==> src/rtl/bin_to_bcd_seq_pkg.sv <==
// Shared constants and FSM state type for the sequential binary-to-BCD converter.
package bin_to_bcd_seq_pkg;

    localparam logic [3:0] BLANK_CODE = 4'hF;
    localparam int DEF_IN_W   = 24;
    localparam int DEF_DIGITS = 7;

    typedef enum logic [1:0] {
        ST_IDLE,
        ST_SHIFT,
        ST_FINISH
    } state_t;

endpackage

==> src/rtl/bin_to_bcd_seq_if.sv <==
// Request/result bundle between the datapath result register and the display driver.
interface bin_to_bcd_seq_if import bin_to_bcd_seq_pkg::*; #(
    parameter int IN_W   = DEF_IN_W,
    parameter int DIGITS = DEF_DIGITS
) ();

    logic                  start;
    logic [IN_W-1:0]       bin_in;
    logic                  busy;
    logic                  done;
    logic                  overflow;
    logic [4*DIGITS-1:0]   bcd_out;

    modport master (
        output start, bin_in,
        input  busy, done, overflow, bcd_out
    );

    modport slave (
        input  start, bin_in,
        output busy, done, overflow, bcd_out
    );

endinterface

==> src/rtl/bin_to_bcd_seq_adj3.sv <==
// Double-dabble correction cell: a BCD nibble of 5 or more gets +3 before the next shift.
module bcd_adj3 (
    input  logic [3:0] nib_i,
    output logic [3:0] nib_o
);

    assign nib_o = (nib_i >= 4'd5) ? nib_i + 4'd3 : nib_i;

endmodule

==> src/rtl/bin_to_bcd_seq.sv <==
// Sequential shift-add-3 binary-to-BCD converter with overflow detection and optional
// leading-zero blanking; one conversion per accepted start, IN_W+1 cycles of latency.
module bin_to_bcd_seq import bin_to_bcd_seq_pkg::*; #(
    parameter int IN_W     = DEF_IN_W,
    parameter int DIGITS   = DEF_DIGITS,
    parameter bit BLANK_LZ = 1'b1
) (
    input  logic             clock,
    input  logic             reset_n,
    bin_to_bcd_seq_if.slave  bus
);

    localparam int BCD_W = 4 * DIGITS;
    localparam int SR_W  = BCD_W + IN_W;
    localparam int CNT_W = $clog2(IN_W + 1);

    state_t             state_q, state_d;
    logic [SR_W-1:0]    sreg_q, sreg_d, sreg_adj;
    logic [CNT_W-1:0]   cnt_q, cnt_d;
    logic               ovf_sticky_q, ovf_sticky_d;
    logic               busy_q, busy_d;
    logic               done_q, done_d;
    logic               overflow_q, overflow_d;
    logic [BCD_W-1:0]   bcd_q, bcd_d;
    logic [BCD_W-1:0]   bcd_blanked;
    logic [DIGITS-1:0]  nz_above;

    assign sreg_adj[IN_W-1:0] = sreg_q[IN_W-1:0];

    generate
        for (genvar gi = 0; gi < DIGITS; gi++) begin : g_digit
            logic [3:0] digit;
            assign digit = sreg_q[IN_W + 4*gi +: 4];

            bcd_adj3 u_adj3 (
                .nib_i (digit),
                .nib_o (sreg_adj[IN_W + 4*gi +: 4])
            );

            // A digit is "leading" when every digit above it is zero.
            if (gi == DIGITS - 1) begin : g_top
                assign nz_above[gi] = 1'b0;
            end else begin : g_lower
                assign nz_above[gi] = |sreg_q[SR_W-1 : IN_W + 4*(gi+1)];
            end

            assign bcd_blanked[4*gi +: 4] =
                (BLANK_LZ && (gi != 0) && !nz_above[gi] && (digit == 4'd0)) ? BLANK_CODE : digit;
        end
    endgenerate

    always_comb begin
        state_d      = state_q;
        sreg_d       = sreg_q;
        cnt_d        = cnt_q;
        ovf_sticky_d = ovf_sticky_q;
        busy_d       = busy_q;
        done_d       = 1'b0;
        overflow_d   = overflow_q;
        bcd_d        = bcd_q;
        case (state_q)
            ST_IDLE: begin
                if (bus.start) begin
                    sreg_d       = {{BCD_W{1'b0}}, bus.bin_in};
                    cnt_d        = '0;
                    ovf_sticky_d = 1'b0;
                    busy_d       = 1'b1;
                    state_d      = ST_SHIFT;
                end
            end
            ST_SHIFT: begin
                sreg_d       = {sreg_adj[SR_W-2:0], 1'b0};
                ovf_sticky_d = ovf_sticky_q | sreg_adj[SR_W-1];
                cnt_d        = cnt_q + CNT_W'(1);
                if (cnt_q == CNT_W'(IN_W - 1)) begin
                    state_d = ST_FINISH;
                end
            end
            ST_FINISH: begin
                done_d     = 1'b1;
                busy_d     = 1'b0;
                overflow_d = ovf_sticky_q;
                bcd_d      = ovf_sticky_q ? {DIGITS{BLANK_CODE}} : bcd_blanked;
                state_d    = ST_IDLE;
            end
            default: begin
                state_d = ST_IDLE;
            end
        endcase
    end

    always_ff @(posedge clock) begin
        if (!reset_n) begin
            state_q      <= ST_IDLE;
            sreg_q       <= '0;
            cnt_q        <= '0;
            ovf_sticky_q <= 1'b0;
            busy_q       <= 1'b0;
            done_q       <= 1'b0;
            overflow_q   <= 1'b0;
            bcd_q        <= {DIGITS{BLANK_CODE}};
        end else begin
            state_q      <= state_d;
            sreg_q       <= sreg_d;
            cnt_q        <= cnt_d;
            ovf_sticky_q <= ovf_sticky_d;
            busy_q       <= busy_d;
            done_q       <= done_d;
            overflow_q   <= overflow_d;
            bcd_q        <= bcd_d;
        end
    end

    assign bus.busy     = busy_q;
    assign bus.done     = done_q;
    assign bus.overflow = overflow_q;
    assign bus.bcd_out  = bcd_q;

endmodule

==> src/flat_wrapper.sv <==
// flat-port wrapper written by rule: the top's interface ports become plain ports
module bin_to_bcd_seq_flat import bin_to_bcd_seq_pkg::*;
#(
    parameter int IN_W     = DEF_IN_W,
    parameter int DIGITS   = DEF_DIGITS,
    parameter bit BLANK_LZ = 1'b1
)
  (clock, reset_n, bus_start, bus_bin_in, bus_busy, bus_done, bus_overflow, bus_bcd_out);
  bin_to_bcd_seq_if #(.IN_W(IN_W), .DIGITS(DIGITS)) bus_i ();
  input  logic clock;
  input  logic reset_n;
  input wire logic [$bits(bus_i.start)-1:0] bus_start;
  input wire logic [$bits(bus_i.bin_in)-1:0] bus_bin_in;
  output wire logic [$bits(bus_i.busy)-1:0] bus_busy;
  output wire logic [$bits(bus_i.done)-1:0] bus_done;
  output wire logic [$bits(bus_i.overflow)-1:0] bus_overflow;
  output wire logic [$bits(bus_i.bcd_out)-1:0] bus_bcd_out;
  assign bus_i.start = bus_start;
  assign bus_i.bin_in = bus_bin_in;
  assign bus_busy = bus_i.busy;
  assign bus_done = bus_i.done;
  assign bus_overflow = bus_i.overflow;
  assign bus_bcd_out = bus_i.bcd_out;
  bin_to_bcd_seq #(.IN_W(IN_W), .DIGITS(DIGITS), .BLANK_LZ(BLANK_LZ)) u_core (.clock(clock), .reset_n(reset_n), .bus(bus_i));
endmodule
==> config.mk <==
export PLATFORM = sky130hd
export DESIGN_NAME = bin_to_bcd_seq_flat
export DESIGN_NICKNAME = d
export VERILOG_FILES = /design/src/rtl/bin_to_bcd_seq_pkg.sv /design/src/rtl/bin_to_bcd_seq_if.sv /design/src/rtl/bin_to_bcd_seq_adj3.sv /design/src/rtl/bin_to_bcd_seq.sv /design/src/flat_wrapper.sv
export SDC_FILE = /design/constraint.sdc
export NUM_CORES = 1
export LEC_CHECK = 0
export CAP_MARGIN = 10
export CORE_AREA = 2 2 86 88
export DETAILED_ROUTE_END_ITERATION = 6
export DIE_AREA = 0 0 88 90
export PLACE_DENSITY = 0.83
export SYNTH_ARGS = -nofsm -noshare
export SYNTH_HDL_FRONTEND = slang
export SYNTH_HIERARCHICAL = 1
export SYNTH_SLANG_ARGS = --single-unit
==> constraint.sdc <==
create_clock -name clock -period 4.8 [get_ports clock]
set_clock_uncertainty 0.05 [all_clocks]
set_input_delay 1.2 -clock clock [delete_from_list [all_inputs] [get_ports clock]]
set_output_delay 1.2 -clock clock [all_outputs]
set_load 0.02 [all_outputs]
Yosys cells after proc, flatten, opt, wreduce, memory -nomap -nowiden
Cells that the tools add are included.
{ "totals": {"ff_bits": 91, "word_cells": 82, "in_bits": 27} }
{ "op_classes": {"n_reduce_logical": 27, "eq_ne": 5, "n_lt_le_gt_ge": 7, "addsub": 8, "bitwise_logic": 1, "muxes": 26} }
{ "ops": {"columns": ["cell", "count"], "rows": [
  ["$pmux W52 S2", 1],
  ["$mux W4", 13],
  ["$mux W52", 1],
  ["$add A4 B2 Y4 const B", 7],
  ["$ge A4 B3 Y1 const B", 7],
  ["$mux W28", 1],
  ["$logic_not A4 Y1", 6],
  ["$reduce_or A20 Y1", 1],
  ["$reduce_or A16 Y1", 1],
  ["$reduce_or A12 Y1", 1],
  ["$pmux W5 S2", 1],
  ["$reduce_or A8 Y1", 1],
  ["$reduce_and A2 Y1", 3],
  ["$add A5 B1 Y5 const B", 1],
  ["$eq A5 B5 Y1 const B", 1],
  ["$logic_and A1 B1 Y1", 5],
  ["$logic_not A1 Y1", 5],
  ["$mux W5", 1],
  ["$mux W2", 2],
  ["$pmux W1 S2", 2],
  ["$pmux W2 S2", 1],
  ["$reduce_bool A2 Y1", 2],
  ["$reduce_or A4 Y1", 1],
  ["$mux W1", 3],
  ["6 further kinds", 6]
]} }

Depth between registers and ports, before layout
{ "depth": {"depth_word": 5, "ltp_mapped": 7, "depth_no_buf": 7} }

Modules after synthesis
The synthesis kept the hierarchy.
{ "modules_own_cells": {"columns": ["module", "area_per_inst_um2", "instances", "cells_per_inst", "seq_area_each_um2"], "rows": [
  ["bin_to_bcd_seq", 3275.6, 1, 321, 1821.7],
  ["bcd_adj3", 101.3, 7, 16, 0.0]
]} }

Worst setup path before layout
Ideal clock, no wire load.
{ "synth_timing": {"kind": "input to register", "startpoint": "input port bus_start", "endpoint": "register u_core.sreg_q[44]", "path_slack_ns": 2.377, "arrival_time_ns": 2.256, "stages": 7, "required_ns": 4.633, "setup_ns": 0.117, "path_cell_list": "or3b_1 > buf_2 > nand2_1 > nor2_1 > buf_2 > buf_6 > a22o_1"} }
{ "synth_via": {"elab_chain_cells": 2} }
{ "synth_lines": {"columns": ["item", "line_no", "rtl"], "rows": [
  ["from (decl)", "flat_wrapper.sv:12", "input wire logic [$bits(bus_i.start)-1:0] bus_start;"],
  ["$ne A2 B2 Y1 (no line)", null, null],
  ["$reduce_and A2 Y1 (no line)", null, null],
  ["to (signal assigned)", "bin_to_bcd_seq.sv:104", "sreg_q <= sreg_d;"],
  ["to (decl)", "bin_to_bcd_seq.sv:18", "logic [SR_W-1:0] sreg_q, sreg_d, sreg_adj;"]
]} }
No other way between the ends.
A chain may end at the register's enable or synchronous reset.

==> run metrics <==
site row count=31; core area=7020 um2; Pint=roughly 1.1 mW; Port Buffers=57; Synth cell types=42; fin. max-slew vios=0; final setup TNS=0 ns; reported max-cap violation count=0; mapped cell area=3990 um2; fin crit share=0.563; grt ovf=0; global-route wire length before repair=13600 um; crit path kind=in2reg; initial antenna violation count=0; drt wl/cell=13.7 um; Seq/Total Area, Yosys=0.457; Fillers=555; IO Pins=58; #FFs+latches synth=91; Clk pin slew, worst setup/hold paths=0.08 ns; chip width=just under 90 um; r2r startpoint=u_core/state_q[1]; clock latency on the worst-skew pair=0.35 ns; Worst VDD drop=~0.18 mV; CP startpoint kind=input port; Seq pwr share=0.540; Area growth syn-to-layout=21.7%; Post-synth ARST share=0; CP required=5.04 ns; CP Launch Point=reset_n; commonest non-fill, non-tap cells in the layout=91 x dfxtp_1, 64 x nand2_1, 57 x clkdlybuf4s50_1, 29 x a22o_1, 28 x nor2_1; postcts setup bufs=0; vias in the first global route=between 2000 and 3000; leakage=~1.9 nW; largest net degree at the start of global routing=46; overall power=1.45 mW; EDFF count, synth=0; most common cell after layout, fill and taps aside=dfxtp_1; unrepaired setup endpoints after global routing=false; Sw Ratio=0.223; cts bufs inserted=9; post-route ant nets=0; NetSw=323 uW; synth warn=6; routed vias=3291; CTS tree=yes; Clock Path Buffers=2; Synth Flop Type=dfxtp_1; min-delay worst type=reg2reg; CP endpoint kind=flop; CTS sink cnt=just over 90; die area=~8000 um2; arrival time worst endpoint=2.94 ns; final setup fails=0; Net Count, Synth=~480; CTS Hold Bufs=0; endpoints failing hold=0; WL final=approximately 8000 um; starting density of the core=0.568; layout cell share with drive strength beyond 1=0.0697; First DRT Iteration DRCs=143; HP Start=u_core/bus.bcd_out[19]; P per Cell Area=299 nW/um2; Synth Instances=433; Slew HR=0.307; root buffer cell=clkbuf_8; Resize count post-CTS=0; DRC=0; Worst Tran Pin Value=1.04 ns; H-tree depth=3; Comb pwr share=0.071; # nets final=525; Clk network pwr share=0.389; DP Wirelength=5510 um; Final min period=2.70 ns; Die Y-Extent=roughly 90 um; Max Clock Freq=370 MHz; crit-path max FO=45; status=complete, no violations; DRT Pass-1 Iters=4; GRT Total Usage=0.212; syn avg cell area=roughly 9.2 um2; RD Place Congestion=around 0.80; ant diodes=0; vias per inst=around 5.6
flip-flops by register name (all words and copies together) (netlist names):
register             flops
u_core/bus.busy          1
u_core/cnt_q             5
u_core/bus.overflow      1
u_core/ovf_sticky_q      1
u_core/bus.bcd_out      28
u_core/sreg_q           52
u_core/state_q           2
u_core/bus.done          1
synth_stat cells (2+ instances only):
| cell | count | area share |
|---|---|---|
| nor2b_1 | 5 | 0.0078 |
| a21oi_1 | 5 | 0.0063 |
| and2_1 | 2 | 0.0031 |
| mux2i_1 | 7 | 0.018 |
| ha_1 | 15 | 0.047 |
| a22oi_1 | 19 | 0.036 |
| nand2_1 | 64 | 0.060 |
| o21ai_1 | 8 | 0.010 |
| nand3_1 | 2 | 0.0025 |
| dfxtp_1 | 91 | 0.46 |
| o21ai_0 | 12 | 0.015 |
| nand4_1 | 3 | 0.0047 |
| o22a_1 | 12 | 0.026 |
| a21boi_0 | 21 | 0.040 |
| and3_1 | 2 | 0.0031 |
| buf_2 | 6 | 0.0075 |
| nor3_1 | 4 | 0.0050 |
| nor3b_1 | 3 | 0.0057 |
| o22ai_1 | 8 | 0.013 |
| nor2_1 | 29 | 0.027 |
| clkbuf_1 | 15 | 0.014 |
| inv_1 | 14 | 0.013 |
| o221ai_1 | 4 | 0.0088 |
| a22o_1 | 29 | 0.064 |
| nor4_1 | 2 | 0.0031 |
| nor4b_1 | 3 | 0.0066 |
| nor4_2 | 2 | 0.0063 |
| nand2b_1 | 16 | 0.025 |
| o21a_1 | 2 | 0.0038 |
| o32a_1 | 3 | 0.0075 |
| xnor2_1 | 7 | 0.015 |
| buf_1 | 2 | 0.0019 |
| a21oi_2 | 7 | 0.015 |
layout make-up:
cell class                 count  area [um2]  area share
clock buffer                  12         145      0.0299
clock inverter                 4        73.8      0.0152
inverter                      14        52.6      0.0108
multi-input combinational    304        2020       0.416
sequential                    91        1820       0.376
tap                           99         124      0.0255
timing repair buffer          63         616       0.127
logic make-up after synthesis:
family,count (synthesis),share of synthesized area
AO/OA/AOI/OAI,132,0.250
XOR/XNOR,7,0.0154
AND/OR/NAND/NOR,143,0.173
multiplexers,7,0.0176
adder cells (fa/ha/maj),15,0.0471
flip-flops,91,0.457
buffers and inverters,38,0.0396
per-layer routing:
metal | wire length [um] | part of all wire | global-route usage | up-vias
met3 | 219 | 0.027 | 0.0367 | 8
li1 | - | - | - | 1657
met2 | 3940 | 0.49 | 0.323 | 62
met5 | 0 | 0 | 0 | -
met1 | 3800 | 0.47 | 0.298 | 1564
met4 | 82 | 0.010 | 0.0795 | 0
worst paths after layout:
kind                                          endpoint  slack, ns  cells past startpoint
worst max-delay path                 u_core/sreg_q[26]       2.10                      6
worst min-delay path            u_core/bus.bcd_out[19]       0.42                      1
worst max register to register   u_core/bus.bcd_out[7]       2.62                      3
worst min register to register  u_core/bus.bcd_out[19]       0.42                      1
power by group through the flow:
stage | Sequential, mW | Combinational, mW | Clock [mW]
finish | 0.783 | 0.102 | 0.564
global route | 0.786 | 0.112 | 0.618
CTS | 0.783 | 0.102 | 0.576
detailed placement | 0.801 | 0.102 | 0
global placement | 0.800 | 0.0984 | 0
floorplan | 0.799 | 0.0630 | 0
critical path, stage by stage:
cell,delay [ns]
clkdlybuf4s50_1,0.59
buf_4,0.40
nand2_1,0.14
nor2_2,0.10
buf_4,0.31
a22o_1,0.19
stage by stage:
stage	hold slack [ns]	instance area, um2	setup slack (ns)	instances	utilization
floorplan	0.391	3990	2.38	433	-
global placement	0.396	4630	1.82	571	0.659
detailed placement	0.404	4630	1.76	571	0.659
CTS	0.420	4850	2.13	587	0.691
global route	0.439	4850	1.95	587	0.691
finish	0.418	4850	2.10	587	0.691
No activity file was read; power rests on OpenSTA's default activity.
